[config.mk]
export PLATFORM = sky130hd
export DESIGN_NAME = wshb_mire_flat
export DESIGN_NICKNAME = d
export VERILOG_FILES = /design/src/rtl/wshb_mire_pkg.sv /design/src/rtl/wshb_if.sv /design/src/rtl/mire_scan_ctr.sv /design/src/rtl/wshb_mire.sv /design/src/flat_wrapper.sv
export SDC_FILE = /design/constraint.sdc
export NUM_CORES = 1
export LEC_CHECK = 0
export ABC_AREA = 1
export BUFFER_PORTS_ARGS = -buffer_cell sky130_fd_sc_hd__buf_2
export CAP_MARGIN = 20
export CORE_MARGIN = 2
export CORE_UTILIZATION = 50
export DETAILED_ROUTE_END_ITERATION = 8
export PLACE_DENSITY = 0.8
export SLEW_MARGIN = 20
export SYNTH_ARGS = -nofsm -noshare
export SYNTH_HDL_FRONTEND = slang
export SYNTH_SLANG_ARGS = --single-unit
[constraint.sdc]
create_clock -name clk -period 2.7 [get_ports clk]
set_clock_uncertainty 0.2 [all_clocks]
set_input_delay 0.27 -clock clk [delete_from_list [all_inputs] [get_ports clk]]
set_output_delay 0.27 -clock clk [all_outputs]
set_load 0.03 [all_outputs]
[src/rtl/wshb_mire_pkg.sv]
// Shared types and constants for the mire (grid test pattern) Wishbone writer.
package wshb_mire_pkg;

   typedef enum logic [0:0] {
      GAP   = 1'b0,
      WRITE = 1'b1
   } state_t;

   localparam logic [31:0] COLOR_WHITE = 32'h00FFFFFF;
   localparam logic [31:0] COLOR_BLACK = 32'h00000000;
   localparam logic [2:0]  CTI_CLASSIC = 3'b000;

   // Counter width for a 0..n-1 range; never narrower than one bit.
   function automatic int cw(input int n);
      return (n > 1) ? $clog2(n) : 1;
   endfunction

endpackage

[src/rtl/wshb_if.sv]
// Wishbone bus bundle (32-bit data, byte address) shared by masters and slaves.
interface wshb_if (
   input logic clk,
   input logic rst
);
   logic        cyc;
   logic        stb;
   logic        we;
   logic [31:0] adr;
   logic [31:0] dat_ms;
   logic [31:0] dat_sm;
   logic [3:0]  sel;
   logic [2:0]  cti;
   logic [1:0]  bte;
   logic        ack;
   logic        err;
   logic        rty;

   modport master (
      input  clk, rst, ack, err, rty, dat_sm,
      output cyc, stb, we, adr, dat_ms, sel, cti, bte
   );

   modport slave (
      input  clk, rst, cyc, stb, we, adr, dat_ms, sel, cti, bte,
      output ack, err, rty, dat_sm
   );
endinterface

[src/rtl/mire_scan_ctr.sv]
// Raster scan counters: x/y position plus a linear pixel index kept in step
// with them so the framebuffer address needs no multiplier.
module mire_scan_ctr
   import wshb_mire_pkg::*;
#(
   parameter int HDISP = 800,
   parameter int VDISP = 480,
   localparam int XW = cw(HDISP),
   localparam int YW = cw(VDISP),
   localparam int PW = cw(HDISP * VDISP)
) (
   input  logic          clk,
   input  logic          rst_n,
   input  logic          adv,
   output logic [XW-1:0] x,
   output logic [YW-1:0] y,
   output logic [PW-1:0] pix,
   output logic          line_last,
   output logic          frame_last
);

   localparam logic [XW-1:0] XMAX = XW'(HDISP - 1);
   localparam logic [YW-1:0] YMAX = YW'(VDISP - 1);

   assign line_last  = (x == XMAX);
   assign frame_last = line_last && (y == YMAX);

   always_ff @(posedge clk or negedge rst_n) begin
      if (!rst_n) begin
         x   <= '0;
         y   <= '0;
         pix <= '0;
      end else if (adv) begin
         if (frame_last) begin
            x   <= '0;
            y   <= '0;
            pix <= '0;
         end else begin
            pix <= pix + PW'(1);
            if (line_last) begin
               x <= '0;
               y <= y + YW'(1);
            end else begin
               x <= x + XW'(1);
            end
         end
      end
   end

endmodule

[src/rtl/wshb_mire.sv]
// Wishbone master writing a white grid on black into the framebuffer, in bursts
// separated by a one-cycle cyc drop so the interconnect can serve the VGA reader.
module wshb_mire
   import wshb_mire_pkg::*;
#(
   parameter int HDISP = 800,
   parameter int VDISP = 480,
   parameter int BURST = 64,
   parameter int GRID  = 16
) (
   input  logic  clk,
   input  logic  rst_n,
   wshb_if.master wshb_ifm,
   output logic  frame_done
);

   localparam int XW = cw(HDISP);
   localparam int YW = cw(VDISP);
   localparam int PW = cw(HDISP * VDISP);
   localparam int BW = cw(BURST);

   localparam logic [BW-1:0] BMAX  = BW'(BURST - 1);
   localparam logic [31:0]   GMASK = 32'(GRID - 1);
   localparam logic [31:0]   XLAST = 32'(HDISP - 1);
   localparam logic [31:0]   YLAST = 32'(VDISP - 1);

   state_t        state;
   logic [BW-1:0] bcnt;
   logic [XW-1:0] x;
   logic [YW-1:0] y;
   logic [PW-1:0] pix;
   logic          line_last;
   logic          frame_last;
   logic          adv;

   // Grid lines every GRID pixels plus a closing border on the last row/column.
   function automatic logic [31:0] mire_color(input logic [31:0] xe, input logic [31:0] ye);
      if (((xe & GMASK) == 32'd0) || ((ye & GMASK) == 32'd0) || (xe == XLAST) || (ye == YLAST))
         return COLOR_WHITE;
      return COLOR_BLACK;
   endfunction

   // err skips the pixel like ack; rty (or nothing) simply re-presents it.
   assign adv = (state == WRITE) && (wshb_ifm.ack || wshb_ifm.err);

   mire_scan_ctr #(
      .HDISP (HDISP),
      .VDISP (VDISP)
   ) u_scan (
      .clk        (clk),
      .rst_n      (rst_n),
      .adv        (adv),
      .x          (x),
      .y          (y),
      .pix        (pix),
      .line_last  (line_last),
      .frame_last (frame_last)
   );

   always_ff @(posedge clk or negedge rst_n) begin
      if (!rst_n) begin
         state      <= GAP;
         bcnt       <= '0;
         frame_done <= 1'b0;
      end else begin
         frame_done <= adv && frame_last;
         case (state)
            GAP: state <= WRITE;
            WRITE: begin
               if (adv) begin
                  if (bcnt == BMAX) begin
                     bcnt  <= '0;
                     state <= GAP;
                  end else begin
                     bcnt <= bcnt + BW'(1);
                  end
               end
            end
            default: state <= GAP;
         endcase
      end
   end

   // Address and data derive only from registered counters, so they hold during waits.
   assign wshb_ifm.cyc    = (state == WRITE);
   assign wshb_ifm.stb    = (state == WRITE);
   assign wshb_ifm.we     = 1'b1;
   assign wshb_ifm.sel    = 4'hF;
   assign wshb_ifm.cti    = CTI_CLASSIC;
   assign wshb_ifm.bte    = 2'b00;
   assign wshb_ifm.adr    = 32'({pix, 2'b00});
   assign wshb_ifm.dat_ms = mire_color(32'(x), 32'(y));

endmodule

[src/flat_wrapper.sv]
// flat-port wrapper written by rule: the top's interface ports become plain ports
module wshb_mire_flat import wshb_mire_pkg::*;
#(
   parameter int HDISP = 800,
   parameter int VDISP = 480,
   parameter int BURST = 64,
   parameter int GRID  = 16
)
  (clk, rst_n, frame_done, rst, wshb_ifm_ack, wshb_ifm_err, wshb_ifm_rty, wshb_ifm_dat_sm, wshb_ifm_cyc, wshb_ifm_stb, wshb_ifm_we, wshb_ifm_adr, wshb_ifm_dat_ms, wshb_ifm_sel, wshb_ifm_cti, wshb_ifm_bte);
  wshb_if wshb_ifm_i (.clk(clk), .rst(rst));
  input  logic clk;
  input  logic rst_n;
  output logic frame_done;
  input wire logic rst;
  input wire logic [$bits(wshb_ifm_i.ack)-1:0] wshb_ifm_ack;
  input wire logic [$bits(wshb_ifm_i.err)-1:0] wshb_ifm_err;
  input wire logic [$bits(wshb_ifm_i.rty)-1:0] wshb_ifm_rty;
  input wire logic [$bits(wshb_ifm_i.dat_sm)-1:0] wshb_ifm_dat_sm;
  output wire logic [$bits(wshb_ifm_i.cyc)-1:0] wshb_ifm_cyc;
  output wire logic [$bits(wshb_ifm_i.stb)-1:0] wshb_ifm_stb;
  output wire logic [$bits(wshb_ifm_i.we)-1:0] wshb_ifm_we;
  output wire logic [$bits(wshb_ifm_i.adr)-1:0] wshb_ifm_adr;
  output wire logic [$bits(wshb_ifm_i.dat_ms)-1:0] wshb_ifm_dat_ms;
  output wire logic [$bits(wshb_ifm_i.sel)-1:0] wshb_ifm_sel;
  output wire logic [$bits(wshb_ifm_i.cti)-1:0] wshb_ifm_cti;
  output wire logic [$bits(wshb_ifm_i.bte)-1:0] wshb_ifm_bte;
  assign wshb_ifm_i.ack = wshb_ifm_ack;
  assign wshb_ifm_i.err = wshb_ifm_err;
  assign wshb_ifm_i.rty = wshb_ifm_rty;
  assign wshb_ifm_i.dat_sm = wshb_ifm_dat_sm;
  assign wshb_ifm_cyc = wshb_ifm_i.cyc;
  assign wshb_ifm_stb = wshb_ifm_i.stb;
  assign wshb_ifm_we = wshb_ifm_i.we;
  assign wshb_ifm_adr = wshb_ifm_i.adr;
  assign wshb_ifm_dat_ms = wshb_ifm_i.dat_ms;
  assign wshb_ifm_sel = wshb_ifm_i.sel;
  assign wshb_ifm_cti = wshb_ifm_i.cti;
  assign wshb_ifm_bte = wshb_ifm_i.bte;
  wshb_mire #(.HDISP(HDISP), .VDISP(VDISP), .BURST(BURST), .GRID(GRID)) u_core (.clk(clk), .rst_n(rst_n), .wshb_ifm(wshb_ifm_i), .frame_done(frame_done));
endmodule
# --- Word-level counts from Yosys, hierarchy flattened ---
# Index checks and enable logic that the tools add are counted.
word_totals:
  latchBits: 0
  ff_bits: 46
  in_bits: 38
  romBits: 0
  mem_bits_rw: 0
  n_memories: 0
  word_cells: 38
  out_inout_bits: 77
op_classes:
  div_mod_pow: 0
  n_bitwise: 1
  multipliers: 0
  eq_ne: 3
  n_reduce_logical: 12
  n_shift: 0
  n_addsub: 4
  muxes: 12
  magnitude_cmp: 0
ops:
  columns: ["cell", "count"]
  rows:
  - ["logical NOT 32 bit", 2]
  - ["two-way mux 32 bit", 2]
  - ["two-way mux 10 bit", 2]
  - ["adder 19 x 1 -> 19 bit (second input constant)", 1]
  - ["two-way mux 19 bit", 1]
  - ["two-way mux 9 bit", 2]
  - ["adder 10 x 1 -> 10 bit (second input constant)", 1]
  - ["equality test 10 bit (second input constant)", 1]
  - ["adder 9 x 1 -> 9 bit (second input constant)", 1]
  - ["equality test 9 bit (second input constant)", 1]
  - ["adder 6 x 1 -> 6 bit (second input constant)", 1]
  - ["equality test 6 bit (second input constant)", 1]
  - ["two-way mux 6 bit", 1]
  - ["logical OR 1 bit", 4]
  - ["AND reduction 2 bit", 2]
  - ["logical AND 1 bit", 3]
  - ["two-way mux 1 bit", 3]
  - ["one-hot mux 1 bit (2 select lines)", 1]
  - ["nonzero test 2 bit", 1]
  - ["inverter 1 bit", 1]

# --- Longest topological paths before layout ---
logic_depth:
  ltp_word: 6
  depth_mapped: 9
  depth_no_buf: 9

# --- Modules after synthesis ---
# Synthesis repeated with hierarchy kept, for this count alone.
hier_totals:
  cells_unflattened: 416
  area_unflattened_um2: 3179.3
modules_own_cells:
  columns: ["mod", "n_inst", "seq_area_each_um2", "area_per_inst_um2", "cells_each"]
  rows:
  - ["mire_scan_ctr", 1, 950.9, 2242.2, 290]
  - ["wshb_mire", 1, 200.2, 937.1, 126]

# --- Least setup slack after synthesis ---
# OpenSTA, ideal clock, no wires.
synth_path:
  path_type: "flip-flop to output port"
  startpoint: "reg u_core.u_scan.x[0]"
  endpoint: "out wshb_ifm_dat_ms[10]"
  arrival_time_ps: 2352
  required_ps: 2230
  setup_slack_ps: -122
  path_stages_with_launch: 6
  path_buffers: 1
  cell_sequence: "dfrtp_1 -> inv_1 -> ha_1 -> nand2_1 -> o2111ai_1 -> buf_4"
synth_between:
  elab_chain_cells: 6
  word_cells_on_any_way: 7
  classes_between: "1 x eq/ne; 2 x mux; 4 x reduce/logical"
synth_lines:
  columns: ["element", "line_no", "source"]
  rows:
  - ["from (decl)", "mire_scan_ctr.sv:15", "output logic [XW-1:0] x,"]
  - ["from (signal assigned)", "mire_scan_ctr.sv:44", "x <= x + XW'(1);"]
  - ["logical NOT 32 bit", "wshb_mire.sv:38", "if (((xe & GMASK) == 32'd0) || ((ye & GMASK) == 32'd0) || (xe == XLAST) || (ye == YLAST))"]
  - ["logical OR 1 bit", "wshb_mire.sv:38", null]
  - ["logical OR 1 bit * (2 in series)", "wshb_mire.sv:38", null]
  - ["two-way mux 1 bit *", "wshb_mire.sv:38", null]
  - ["two-way mux 32 bit *", "wshb_mire.sv:40", "return COLOR_BLACK;"]
  - ["to (decl)", "flat_wrapper.sv:23", "output wire logic [$bits(wshb_ifm_i.dat_ms)-1:0] wshb_ifm_dat_ms;"]
# Every way passes the cells marked *; elsewhere a longest branch is shown, timed or not.

# --- Worst setup path in the final report ---
layout_path:
  startpoint: "reg u_core.u_scan.y[1]"
  endpoint: "out wshb_ifm_dat_ms[14]"
layout_between:
  elab_chain_cells: 6
  word_cells_on_any_way: 7
  classes_between: "1 x eq/ne; 2 x mux; 4 x reduce/logical"
layout_lines:
  columns: ["element", "line_no", "source"]
  rows:
  - ["from (decl)", "mire_scan_ctr.sv:16", "output logic [YW-1:0] y,"]
  - ["from (signal assigned)", "mire_scan_ctr.sv:42", "y <= y + YW'(1);"]
  - ["logical NOT 32 bit", "wshb_mire.sv:38", null]
  - ["logical OR 1 bit (2 in series)", "wshb_mire.sv:38", null]
  - ["logical OR 1 bit *", "wshb_mire.sv:38", null]
  - ["two-way mux 1 bit *", "wshb_mire.sv:38", null]
  - ["two-way mux 32 bit *", "wshb_mire.sv:40", null]
# Marked as above.

==> impl_metrics.tcl <==
set metrics [dict create \
    drt_iter0_markers 124 \
    rsz0062_at_grt "false" \
    grt_pass1_vias 2369 \
    fin_crit_ns 2.39 \
    row_count 28 \
    grt_antenna_before_repair 0 \
    crit_family "buffers and inverters" \
    start_kind "flip-flop" \
    required_ns 2.23 \
    cp_max_fo 12 \
    dpl.cell_count 514 \
    max_freq_ghz 0.418 \
    worst-r2r-setup-slack_ns 0.69 \
    routed_wl_mm 5.97 \
    cts.htree.levels 2 \
    syn_area_per_cell_um2 7.33 \
    crit-reg2reg-launch "u_core.u_scan.y[1]$_DFFE_PN0P_" \
    hp-start "wshb_ifm_ack" \
    n_fill_cell 561 \
    yosysUniqueCellTypes 27 \
    grt_max_degree 47 \
    antenna_left 0 \
    tritoncts "done" \
    p_leak_nw 1.84 \
    worst_path_largest_cell_delay_ns 0.39 \
    start_util_pct 51.6 \
    n_antenna_cell 0 \
    die-area_um2 6760 \
    outcome "complete, no violations" \
    final_area_um2 3240 \
    drtPass1Iterations 4 \
    wl_per_cell_um 11.4 \
    post_cts_buffers 0 \
    drive_gt1_share_pct 16.5 \
    grt_overflow_total 0 \
    path_cells "ha_1 -> nand2_1 -> inv_1 -> nand2_1 -> nor2_2 -> inv_2 -> o2111ai_4 -> buf_2" \
    grt_first_pass_wirelength_mm 10.1 \
    worstHoldEndpoint "u_core.u_scan.pix[12]$_DFFE_PN0P_" \
    clkLatencyLatePin_ns 0.30 \
    r2r_end "u_core.u_scan.y[3]$_DFFE_PN0P_" \
    synthCells 417 \
    dieHeight_um 82.2 \
    hpwl_mm 4.29 \
    clk_path_buf_depth 2 \
    postPlaceCellArea_um2 3090 \
    core_um2 5920 \
    setup_tns_ns 0 \
    nets 492 \
    finalHoldViolations 0 \
    dieWidth_um 82.2 \
    final-setup-viol-count 0 \
    io_pins 115 \
    io_buffers 49 \
    grt_use_total_pct 19.1 \
    cts_inserted_buffers 5 \
    cts_sinks 46 \
    ir_worst_vdd_v 0.000637 \
    hp-class "in2reg" \
    gp_congestion 0.859 \
    cts_root_buf "clkbuf_8" \
    maxSlewViolCount 0 \
    relSlewSlack_pct 61.3 \
    endpoint_kind "output port" \
    critPathBufInv 3 \
    r2r_cells 8 \
    finalCritPeriodShare_pct 88.7 \
    path_clk_slew_ns 0.09 \
    crit_type "reg2out" \
    critPathSlowestCell "dfrtp_1" \
    ys_ff_latch 46 \
    area_growth_pct 6.10 \
    holdPathStages 5 \
    vias 2588 \
    synth_seq_area_share_pct 37.6 \
    tightest_slew_ns 0.581 \
    syn_area_um2 3060 \
    cp_common_cell "nand2_1" \
    drc 0 \
    instances_no_fill 524 \
    cp.arrival_ns 1.92 \
    max_cap_viol_count 0 \
    viasPerCell 4.94 \
    yosys_warnings 0 \
    p_per_area_nw_per_um2 804 \
]
per-layer routing:
metal / wire [um] / global-route usage, % / vias to the layer above
met5: 0 / 0 / -
met4: 103 / 7.50 / 0
met3: 264 / 2.93 / 12
met2: 2950 / 33.3 / 93
met1: 2650 / 23.7 / 1202
li1: - / - / 1281
worst register-to-register path: stages (launching register included):
cell,delay (ns)
dfrtp_1,0.39
ha_1,0.18
nand2_1,0.10
inv_1,0.07
nand2_1,0.07
nor2_2,0.24
nand3_1,0.36
nand3b_1,0.19
o21ai_0,0.09
metrics by stage:
| stage | hold slack [ns] | worst slack, ns | util, % | power [mW] |
|---|---|---|---|---|
| after floorplan | -0.226 | 0.310 | - | 1.98 |
| after global placement | 0.281 | 0.450 | 52.2 | 2.05 |
| after detailed placement | 0.284 | 0.392 | 52.2 | 2.09 |
| after CTS | 0.268 | 0.0452 | 54.1 | 2.60 |
| after global routing | 0.292 | 0.121 | 54.8 | 2.82 |
| final | 0.275 | 0.306 | 54.8 | 2.61 |
kinds of logic after synthesis:
logic type | count (synthesis) | synth area share [%]
AOI/OAI and AO/OA | 23 | 4.17
DFF | 46 | 37.6
xor gates and xnor gates | 11 | 3.15
other | 2 | 0.246
adders and majority gates | 6 | 2.45
buffers and inverters | 110 | 20.9
and+or+nand+nor | 219 | 31.5
sequential cells by signal, summed over array words and instances (netlist names):
| name | cells |
|---|---|
| u_core.bcnt | 6 |
| u_core.frame_done | 1 |
| u_core.u_scan.pix | 19 |
| u_core.u_scan.x | 10 |
| u_core.u_scan.y | 9 |
| u_core.wshb_ifm.cyc | 1 |
placed cells by master (no fill, tap or decap), types with 3 or more instances in the layout:
master,instances
o21ai_0,9
buf_4,4
nor2_2,4
nand2_2,3
conb_1,31
dfrtp_1,46
nand4_1,10
nor2_1,58
buf_2,48
inv_1,50
nand2_1,97
ha_1,6
nor3_1,4
xor2_1,8
nand3_1,35
a21oi_1,10
clkbuf_8,5
xnor2_1,3
worst max path at each step:
stage | slack (ns) | endpoint | start | cells after the start
2_1_floorplan | 0.31 | wshb_ifm_dat_ms[10] | u_core.u_scan.y[0]$_DFFE_PN0P_ | 8
3_5_place_dp | 0.39 | wshb_ifm_dat_ms[9] | u_core.u_scan.y[0]$_DFFE_PN0P_ | 8
5_1_grt | 0.12 | wshb_ifm_dat_ms[16] | u_core.u_scan.y[1]$_DFFE_PN0P_ | 8
3_3_place_gp | 0.45 | wshb_ifm_dat_ms[11] | u_core.u_scan.y[0]$_DFFE_PN0P_ | 8
6_report | 0.31 | wshb_ifm_dat_ms[14] | u_core.u_scan.y[1]$_DFFE_PN0P_ | 8
4_1_cts | 0.05 | wshb_ifm_dat_ms[9] | u_core.u_scan.y[0]$_DFFE_PN0P_ | 8
final cells by class:
type                            instances  area, um2  area share, %
Multi-Input combinational cell        291       1420           43.8
Clock inverter                          1       30.0          0.926
Sequential cell                        46       1150           35.5
Inverter                               51        191           5.90
Timing Repair Buffer                   53        280           8.64
Tap cell                               75       93.8           2.89
Clock buffer                            7       76.3           2.35
where the power goes:
group	internal [mW]	total, mW	switching (mW)
combinational	0.322	1.06	0.740
sequential	0.854	1.04	0.187
clock	0.277	0.507	0.229
synth_stat cells:
| cell | instances | area [um2] |
|---|---|---|
| dfrtp_1 | 46 | 1150 |
| nand3b_1 | 2 | 15.0 |
| nand3_4 | 1 | 17.5 |
| xnor2_1 | 3 | 26.3 |
| conb_1 | 2 | 7.51 |
| a21oi_1 | 10 | 50.1 |
| nor3_1 | 4 | 20.0 |
| buf_6 | 1 | 11.3 |
| nand3_2 | 1 | 10.0 |
| o21ai_2 | 1 | 8.76 |
| or2_2 | 1 | 6.26 |
| nand2_1 | 97 | 364 |
| nor2_2 | 4 | 25.0 |
| a211oi_1 | 1 | 7.51 |
| o21ai_0 | 9 | 45.0 |
| nand4_1 | 10 | 62.6 |
| buf_4 | 58 | 435 |
| nand3_1 | 35 | 175 |
| inv_1 | 51 | 191 |
| nand2_2 | 3 | 18.8 |
| nor3b_1 | 1 | 7.51 |
| ha_1 | 6 | 75.1 |
| o21bai_1 | 1 | 7.51 |
| nor2_1 | 58 | 218 |
| o2111ai_1 | 1 | 8.76 |
| xor2_1 | 8 | 70.1 |
| nor2_4 | 2 | 22.5 |
what timing repair did:
item / in CTS / in global routing
setup endpoints to repair: 0 / 24
gates resized for setup: 0 / 3
hold buffers: 1 / 0
endpoints found under the hold margin: 46 / 0
No activity file was read; power rests on OpenSTA's default activity.
